===== src/rtl/if_fetch_stage_if.sv =====
// rtl/if_fetch_stage_if.sv - hazard, instruction-memory and IF/ID signals of the fetch stage
interface if_fetch_stage_if;
  logic        PCwrite_i;
  logic        stall_i;
  logic        flush_i;
  logic [31:0] branch_target_i;
  logic        imem_req_o;
  logic [31:0] imem_addr_o;
  logic        imem_ready_i;
  logic [31:0] imem_rdata_i;
  logic [31:0] pc_o;
  logic [31:0] instr_o;
  logic        valid_o;

  modport master (
    input  PCwrite_i, stall_i, flush_i, branch_target_i, imem_ready_i, imem_rdata_i,
    output imem_req_o, imem_addr_o, pc_o, instr_o, valid_o
  );

  modport slave (
    output PCwrite_i, stall_i, flush_i, branch_target_i, imem_ready_i, imem_rdata_i,
    input  imem_req_o, imem_addr_o, pc_o, instr_o, valid_o
  );
endinterface


===== src/rtl/if_fetch_stage.sv =====
// rtl/if_fetch_stage.sv - instruction fetch with variable-latency imem and IF/ID register
module if_fetch_stage #(
  parameter logic [31:0] RESET_PC  = 32'h0000_0000,
  parameter logic [31:0] NOP_INSTR = 32'h0000_0013
) (
  input  logic               clk_i,
  input  logic               rst_i,
  if_fetch_stage_if.master   bus
);

  typedef enum logic [1:0] {IDLE, REQ, HOLD, DROP} state_t;

  state_t      state_q, state_d;
  logic [31:0] pc_q, pc_d;
  logic [31:0] req_addr_q, req_addr_d;
  logic [31:0] buf_q, buf_d;
  logic [31:0] ifid_pc_q, ifid_pc_d;
  logic [31:0] ifid_instr_q, ifid_instr_d;
  logic        ifid_valid_q, ifid_valid_d;

  logic        req;
  logic        accept;
  logic        done;
  logic [31:0] target;
  logic [31:0] next_addr;

  assign req       = (state_q == REQ) || (state_q == DROP);
  assign accept    = bus.PCwrite_i & ~bus.stall_i;
  assign done      = req & bus.imem_ready_i;
  assign target    = bus.branch_target_i & ~32'd3;
  assign next_addr = req_addr_q + 32'd4;

  assign bus.imem_req_o  = req;
  assign bus.imem_addr_o = req_addr_q;
  assign bus.pc_o        = ifid_pc_q;
  assign bus.instr_o     = ifid_instr_q;
  assign bus.valid_o     = ifid_valid_q;

  always_comb begin
    state_d      = state_q;
    pc_d         = pc_q;
    req_addr_d   = req_addr_q;
    buf_d        = buf_q;
    ifid_pc_d    = ifid_pc_q;
    ifid_instr_d = ifid_instr_q;
    ifid_valid_d = ifid_valid_q;

    // IF/ID turns into a bubble unless stalled; a delivery below overrides this
    if (!bus.stall_i || bus.flush_i) begin
      ifid_instr_d = NOP_INSTR;
      ifid_valid_d = 1'b0;
    end

    if (bus.flush_i) begin
      pc_d = target;
      unique case (state_q)
        IDLE, HOLD: begin
          req_addr_d = target;
          state_d    = REQ;
        end
        REQ, DROP: begin
          // an outstanding request cannot be withdrawn; drain it in DROP
          if (done) begin
            req_addr_d = target;
            state_d    = REQ;
          end else begin
            state_d    = DROP;
          end
        end
        default: state_d = IDLE;
      endcase
    end else begin
      unique case (state_q)
        IDLE: begin
          req_addr_d = pc_q;
          state_d    = REQ;
        end
        REQ: begin
          if (done && accept) begin
            ifid_pc_d    = req_addr_q;
            ifid_instr_d = bus.imem_rdata_i;
            ifid_valid_d = 1'b1;
            pc_d         = next_addr;
            req_addr_d   = next_addr;
          end else if (done) begin
            buf_d   = bus.imem_rdata_i;
            state_d = HOLD;
          end
        end
        HOLD: begin
          if (accept) begin
            ifid_pc_d    = req_addr_q;
            ifid_instr_d = buf_q;
            ifid_valid_d = 1'b1;
            pc_d         = next_addr;
            req_addr_d   = next_addr;
            state_d      = REQ;
          end
        end
        DROP: begin
          if (done) begin
            req_addr_d = pc_q;
            state_d    = REQ;
          end
        end
        default: state_d = IDLE;
      endcase
    end
  end

  always_ff @(posedge clk_i or negedge rst_i) begin
    if (!rst_i) begin
      state_q      <= IDLE;
      pc_q         <= RESET_PC;
      req_addr_q   <= RESET_PC;
      buf_q        <= 32'd0;
      ifid_pc_q    <= 32'd0;
      ifid_instr_q <= NOP_INSTR;
      ifid_valid_q <= 1'b0;
    end else begin
      state_q      <= state_d;
      pc_q         <= pc_d;
      req_addr_q   <= req_addr_d;
      buf_q        <= buf_d;
      ifid_pc_q    <= ifid_pc_d;
      ifid_instr_q <= ifid_instr_d;
      ifid_valid_q <= ifid_valid_d;
    end
  end

endmodule

===== src/flat_wrapper.sv =====
// flat-port wrapper written by rule: the top's interface ports become plain ports
module if_fetch_stage_flat 
#(
  parameter logic [31:0] RESET_PC  = 32'h0000_0000,
  parameter logic [31:0] NOP_INSTR = 32'h0000_0013
)
  (clk_i, rst_i, bus_PCwrite_i, bus_stall_i, bus_flush_i, bus_branch_target_i, bus_imem_ready_i, bus_imem_rdata_i, bus_imem_req_o, bus_imem_addr_o, bus_pc_o, bus_instr_o, bus_valid_o);
  if_fetch_stage_if bus_i ();
  input  logic clk_i;
  input  logic rst_i;
  input wire logic [$bits(bus_i.PCwrite_i)-1:0] bus_PCwrite_i;
  input wire logic [$bits(bus_i.stall_i)-1:0] bus_stall_i;
  input wire logic [$bits(bus_i.flush_i)-1:0] bus_flush_i;
  input wire logic [$bits(bus_i.branch_target_i)-1:0] bus_branch_target_i;
  input wire logic [$bits(bus_i.imem_ready_i)-1:0] bus_imem_ready_i;
  input wire logic [$bits(bus_i.imem_rdata_i)-1:0] bus_imem_rdata_i;
  output wire logic [$bits(bus_i.imem_req_o)-1:0] bus_imem_req_o;
  output wire logic [$bits(bus_i.imem_addr_o)-1:0] bus_imem_addr_o;
  output wire logic [$bits(bus_i.pc_o)-1:0] bus_pc_o;
  output wire logic [$bits(bus_i.instr_o)-1:0] bus_instr_o;
  output wire logic [$bits(bus_i.valid_o)-1:0] bus_valid_o;
  assign bus_i.PCwrite_i = bus_PCwrite_i;
  assign bus_i.stall_i = bus_stall_i;
  assign bus_i.flush_i = bus_flush_i;
  assign bus_i.branch_target_i = bus_branch_target_i;
  assign bus_i.imem_ready_i = bus_imem_ready_i;
  assign bus_i.imem_rdata_i = bus_imem_rdata_i;
  assign bus_imem_req_o = bus_i.imem_req_o;
  assign bus_imem_addr_o = bus_i.imem_addr_o;
  assign bus_pc_o = bus_i.pc_o;
  assign bus_instr_o = bus_i.instr_o;
  assign bus_valid_o = bus_i.valid_o;
  if_fetch_stage #(.RESET_PC(RESET_PC), .NOP_INSTR(NOP_INSTR)) u_core (.clk_i(clk_i), .rst_i(rst_i), .bus(bus_i));
endmodule

===== config.mk =====
export PLATFORM = sky130hd
export DESIGN_NAME = if_fetch_stage_flat
export DESIGN_NICKNAME = d
export VERILOG_FILES = /design/src/rtl/if_fetch_stage_if.sv /design/src/rtl/if_fetch_stage.sv /design/src/flat_wrapper.sv
export SDC_FILE = /design/constraint.sdc
export NUM_CORES = 1
export LEC_CHECK = 0
export ABC_AREA = 1
export CAP_MARGIN = 15
export CORE_UTILIZATION = 56
export CTS_CLUSTER_DIAMETER = 30
export CTS_CLUSTER_SIZE = 28
export DETAILED_ROUTE_END_ITERATION = 10
export PLACE_DENSITY_LB_ADDON = 0.15
export SLEW_MARGIN = 20
export SYNTH_ARGS = -nofsm -noshare
export SYNTH_HDL_FRONTEND = slang
export SYNTH_SLANG_ARGS = --single-unit
export TNS_END_PERCENT = 1

===== constraint.sdc =====
create_clock -name clk_i -period 2.8 [get_ports clk_i]
set_input_delay 0.7 -clock clk_i [delete_from_list [all_inputs] [get_ports clk_i]]
set_output_delay 0.7 -clock clk_i [all_outputs]
set_load 0.02 [all_outputs]

# == Yosys cells after proc, flatten, opt, wreduce, memory -nomap -nowiden ==
# Cells that the tools add are included.
# op_classes
addsub,1
n_eq_ne,11
mux,30
bitwise,5
n_reduce_logical,14
# op_table
cell,n
two-way mux 32 bit,12
case mux 32 bit (2 select lines),4
case mux 32 bit (4 select lines),1
adder 32 x 3 -> 32 bit (second input constant),1
AND reduction 4 bit,4
two-way mux 2 bit,6
inequality test 3 x 2 -> 1 bit (second input constant),4
case mux 2 bit (4 select lines),1
inequality test 3 bit (second input constant),2
== test 2 bit (second input constant),2
two-way mux 1 bit,4
case mux 2 bit (2 select lines),1
OR reduction 2 bit,2
inverter 1 bit,3
AND reduction 3 bit,1
nonzero test 3 bit,1
AND 1 bit,2
== test 2 x 1 -> 1 bit (second input constant),1
zero test 2 bit,1
logical OR 1 bit,2
inequality test 2 x 1 -> 1 bit (second input constant),1
inequality test 2 bit (second input constant),1
case mux 1 bit (2 select lines),1
nonzero test 2 bit,1
other kinds (2),2
# totals
ff_bits,163
inputBits,70
out_inout_bits,98
elab_cells,68

# == Depth between registers and ports, before layout ==
# logic_depth
ltp_word,7
ltp_mapped,12
ltp_nobuf,11

# == Worst setup path after synthesis ==
# No wires, ideal clock.
# synth_timing
kind,input port to flip-flop
start,input port bus_PCwrite_i
end,register u_core.buf_q[27]
setup_time_ns,0.125
t_arrival_ns,1.736
t_required_ns,2.675
setup_slack_ns,0.939
path_stages,8
path_buffers,1
cell_sequence,inv_1 > nor2_1 > nand3_4 > nand2_2 > inv_1 > nand2_4 > buf_4 > mux2_2
# synth_via
elab_chain_cells,4
# synth_rtl
item,line,source
start: declaration,flat_wrapper.sv:11,input wire logic [$bits(bus_i.PCwrite_i)-1:0] bus_PCwrite_i;
AND 1 bit,if_fetch_stage.sv:28,assign accept = bus.PCwrite_i & ~bus.stall_i;
logical AND 1 bit,if_fetch_stage.sv:79,if (done && accept) begin
inverter 1 bit (no source line),--,
AND reduction 4 bit (no source line),--,
end signal: assignment,if_fetch_stage.sv:124,buf_q <= buf_d;
end: declaration,if_fetch_stage.sv:16,"logic [31:0] buf_q, buf_d;"
# No other way between the ends.
# A chain may end at the register's enable or synchronous reset.

# == Worst setup path in the final report ==
# layout_timing
start,"register u_core.req_addr_q[7], in the netlist u_core.bus.imem_addr_o[7]"
end,output port bus_imem_addr_o[7]
# layout_rtl
item,line,source
start: declaration,if_fetch_stage.sv:15,"logic [31:0] req_addr_q, req_addr_d;"
start signal: assignment,if_fetch_stage.sv:123,req_addr_q <= req_addr_d;
end: declaration,flat_wrapper.sv:18,output wire logic [$bits(bus_i.imem_addr_o)-1:0] bus_imem_addr_o;
# No word-level cell between the ends.

==> metrics.txt <==
largest area contributor in the netlist dfrtp_1; Ys Warns 0; Iter 0 DRT Violations 522; first-pass GRT wire length 34690 um; Tot Pwr 0.01192 W; Die W 123.3 um; final weighted congestion in routability-driven placement 0.9453; run status finished, final reports clean; Synth Instances 984; setup TNS 0 ns; Critical Path AT 1.62 ns; post-CTS setup buffers 0; Async S/R FF share, synth 100.0%; slowest stage delay, CP 0.68 ns; Final Hold Fails 0; CP max-delay cell clkdlybuf4s50_1; Inserted Diodes 0; GRT Total Usage 30.09%; Worst Skew 0.009925 ns; largest net degree at the start of global routing 64; CTS tree built; Power Density 1121 mW/mm2; number of synthesized register bits 163; max_slew headroom 49.56%; # nets final 1218; Post-Synthesis Net Count 1058; initial antenna violation count 0; synthesized cell area 0.008243 mm2; Die Y 123.3 um; Mean Syn Cell Area 8.377 um2; gr ovfl total 0; R2R setup slack 0.68 ns; Slew Viols, Final 0; worst r2r dst u_core.bus.pc_o[22]; top cells by count, synth nand2_1, dfrtp_1, nor2_1, inv_1, o21ai_0; period utilization 82.95%; CP max FO 6; IO Pins 168; count leader, synth nand2_1; register area share after synthesis 49.53%; EDFF count, synth 0; top cells by area, synth dfrtp_1, nand2_1, nor2_1, o21ai_0, a22oi_1; TritonRoute pass-1 iters 5; Worst Hold Class input port to async pin; IO buf count 165; initial core utilization 58.48%; leakage power 4.833 nW; CTS root buffer clkbuf_16; Crit Path Class register to primary output; WP depth 1; DR WL/cell 15.97 um; Worst Setup Start Kind register; vias in the first global route 7071; Final setup violation count 0; via-per-instance ratio 5.509; CP delay by family, top buffers and inverters; reg2reg start u_core.state_q[0]; worst-path cell chain clkdlybuf4s50_1; row cnt 43; WP data required 2.10 ns; Hold-fix buffers, CTS 0; CTS clk-pin slew, worst paths 0.06 ns; share of cells above drive strength 1 11.50%; Cell variety after synth 41; vias 7365; Syn-to-layout area delta 28.90%; Max clock buf depth 2; crit path time final 2.323 ns; worst r2r path cells 10; CP startpoint u_core.bus.imem_addr_o[7]; Synth Flop Type dfrtp_1; Max Cap Viol 0; CTS Sinks 163; DRT Wirelength 21360 um; post-synth top area share 48.57%; CP Buf/Inv Count 1; element type at the critical path end primary output; filler cell count 1075; H-tree depth 4; Clk Latency, worst-skew pair 0.43 ns; core area 0.01410 mm2; Remaining DRCs 0; Final ANT Viol Nets 0; RSZ-0062 raised after global routing false; worst vdd ir 0.5234 mV; CTS buffer count 17; dpl hpwl 14670 um; die area 0.01521 mm2; f_max 430.6 MHz; Worst-Margin Slew 0.7566 ns
[cells in the final DEF, fill, tap and decap left out, types with 17 or more instances in the layout]
master	synthesis	routed
inv_1	64	64
clkdlybuf4s50_1	0	163
mux2_2	24	24
nand3_1	43	43
a21oi_1	28	28
o21ai_0	56	56
clkbuf_16	0	17
dfrtp_1	160	160
o21ai_2	27	27
nand2_1	295	295
a22oi_1	36	36
nor2_1	113	112
[per-stage QoR]
stage	setup WS [ns]	cells	utilization, %	hold WS (ns)	area (um2)
after floorplan	0.9393	984	-	0.4044	8243
after global placement	0.2198	1305	71.23	0.4563	10040
after detailed placement	0.1718	1305	71.23	0.4657	10040
after CTS	0.1098	1337	75.36	0.2592	10620
after global routing	0.3840	1337	75.38	0.2822	10630
final	0.4775	1337	75.38	0.2413	10630
[registers in the layout, indices dropped and copies added (netlist names)]
register,cells
u_core.bus.instr_o,32
u_core.bus.pc_o,32
u_core.bus.valid_o,1
u_core.pc_q,32
u_core.state_q,2
u_core.buf_q,32
u_core.bus.imem_addr_o,32
[where the power goes]
part | total [W] | internal [W] | leakage (nW) | switching [W]
combinational | 0.00557 | 0.00223 | 2.55 | 0.00334
sequential | 0.00407 | 0.00333 | 2.00 | 0.000743
clock | 0.00228 | 0.00132 | 0.279 | 0.000952
[final cells by class]
cell class              count  area, um2  share of cell area [%]
flip-flops and latches    163       4083                   38.42
clock inverters            10      97.59                  0.9185
repair buffers            185       1856                   17.46
well taps                 180      225.2                   2.120
inverters                  72      272.8                   2.567
clock buffers              22      484.2                   4.557
multi-input cells         705       3607                   33.95
[worst max path at each step]
stage | end | slack, ns
after global placement | u_core.pc_q[19] | 0.22
after CTS | bus_imem_req_o | 0.11
after floorplan | u_core.buf_q[27] | 0.94
final | bus_imem_addr_o[7] | 0.48
after global routing | bus_imem_req_o | 0.38
after detailed placement | u_core.pc_q[19] | 0.17
[timing repair]
item | CTS | global route
gates resized for setup | 0 | 1
endpoints found under the setup margin | 0 | 1
hold endpoints to repair | 0 | 0
[metal layers]
layer  GRT usage [%]  share of wire [%]  routed length (um)  vias up
li1                -                  -                   -     3548
met1           39.00                 42                8933     3476
met2           47.38                 47               10120      301
met3           8.164                8.1                1720       40
met4           13.18                2.8                 588        0
met5               0                  0                   0        -
[logic make-up (layout without fill, tap and decap cells)]
logic type	Yosys count	in the layout	share of synthesized area [%]
adders and majority gates	4	4	0.6072
muxes	29	29	3.962
xor gates and xnor gates	7	7	0.7438
DFF	163	163	49.53
AOI/OAI and AO/OA	193	193	14.98
buffers and inverters	116	289	6.816
and+or+nand+nor	472	472	23.36
No activity file was read; power rests on OpenSTA's default activity.
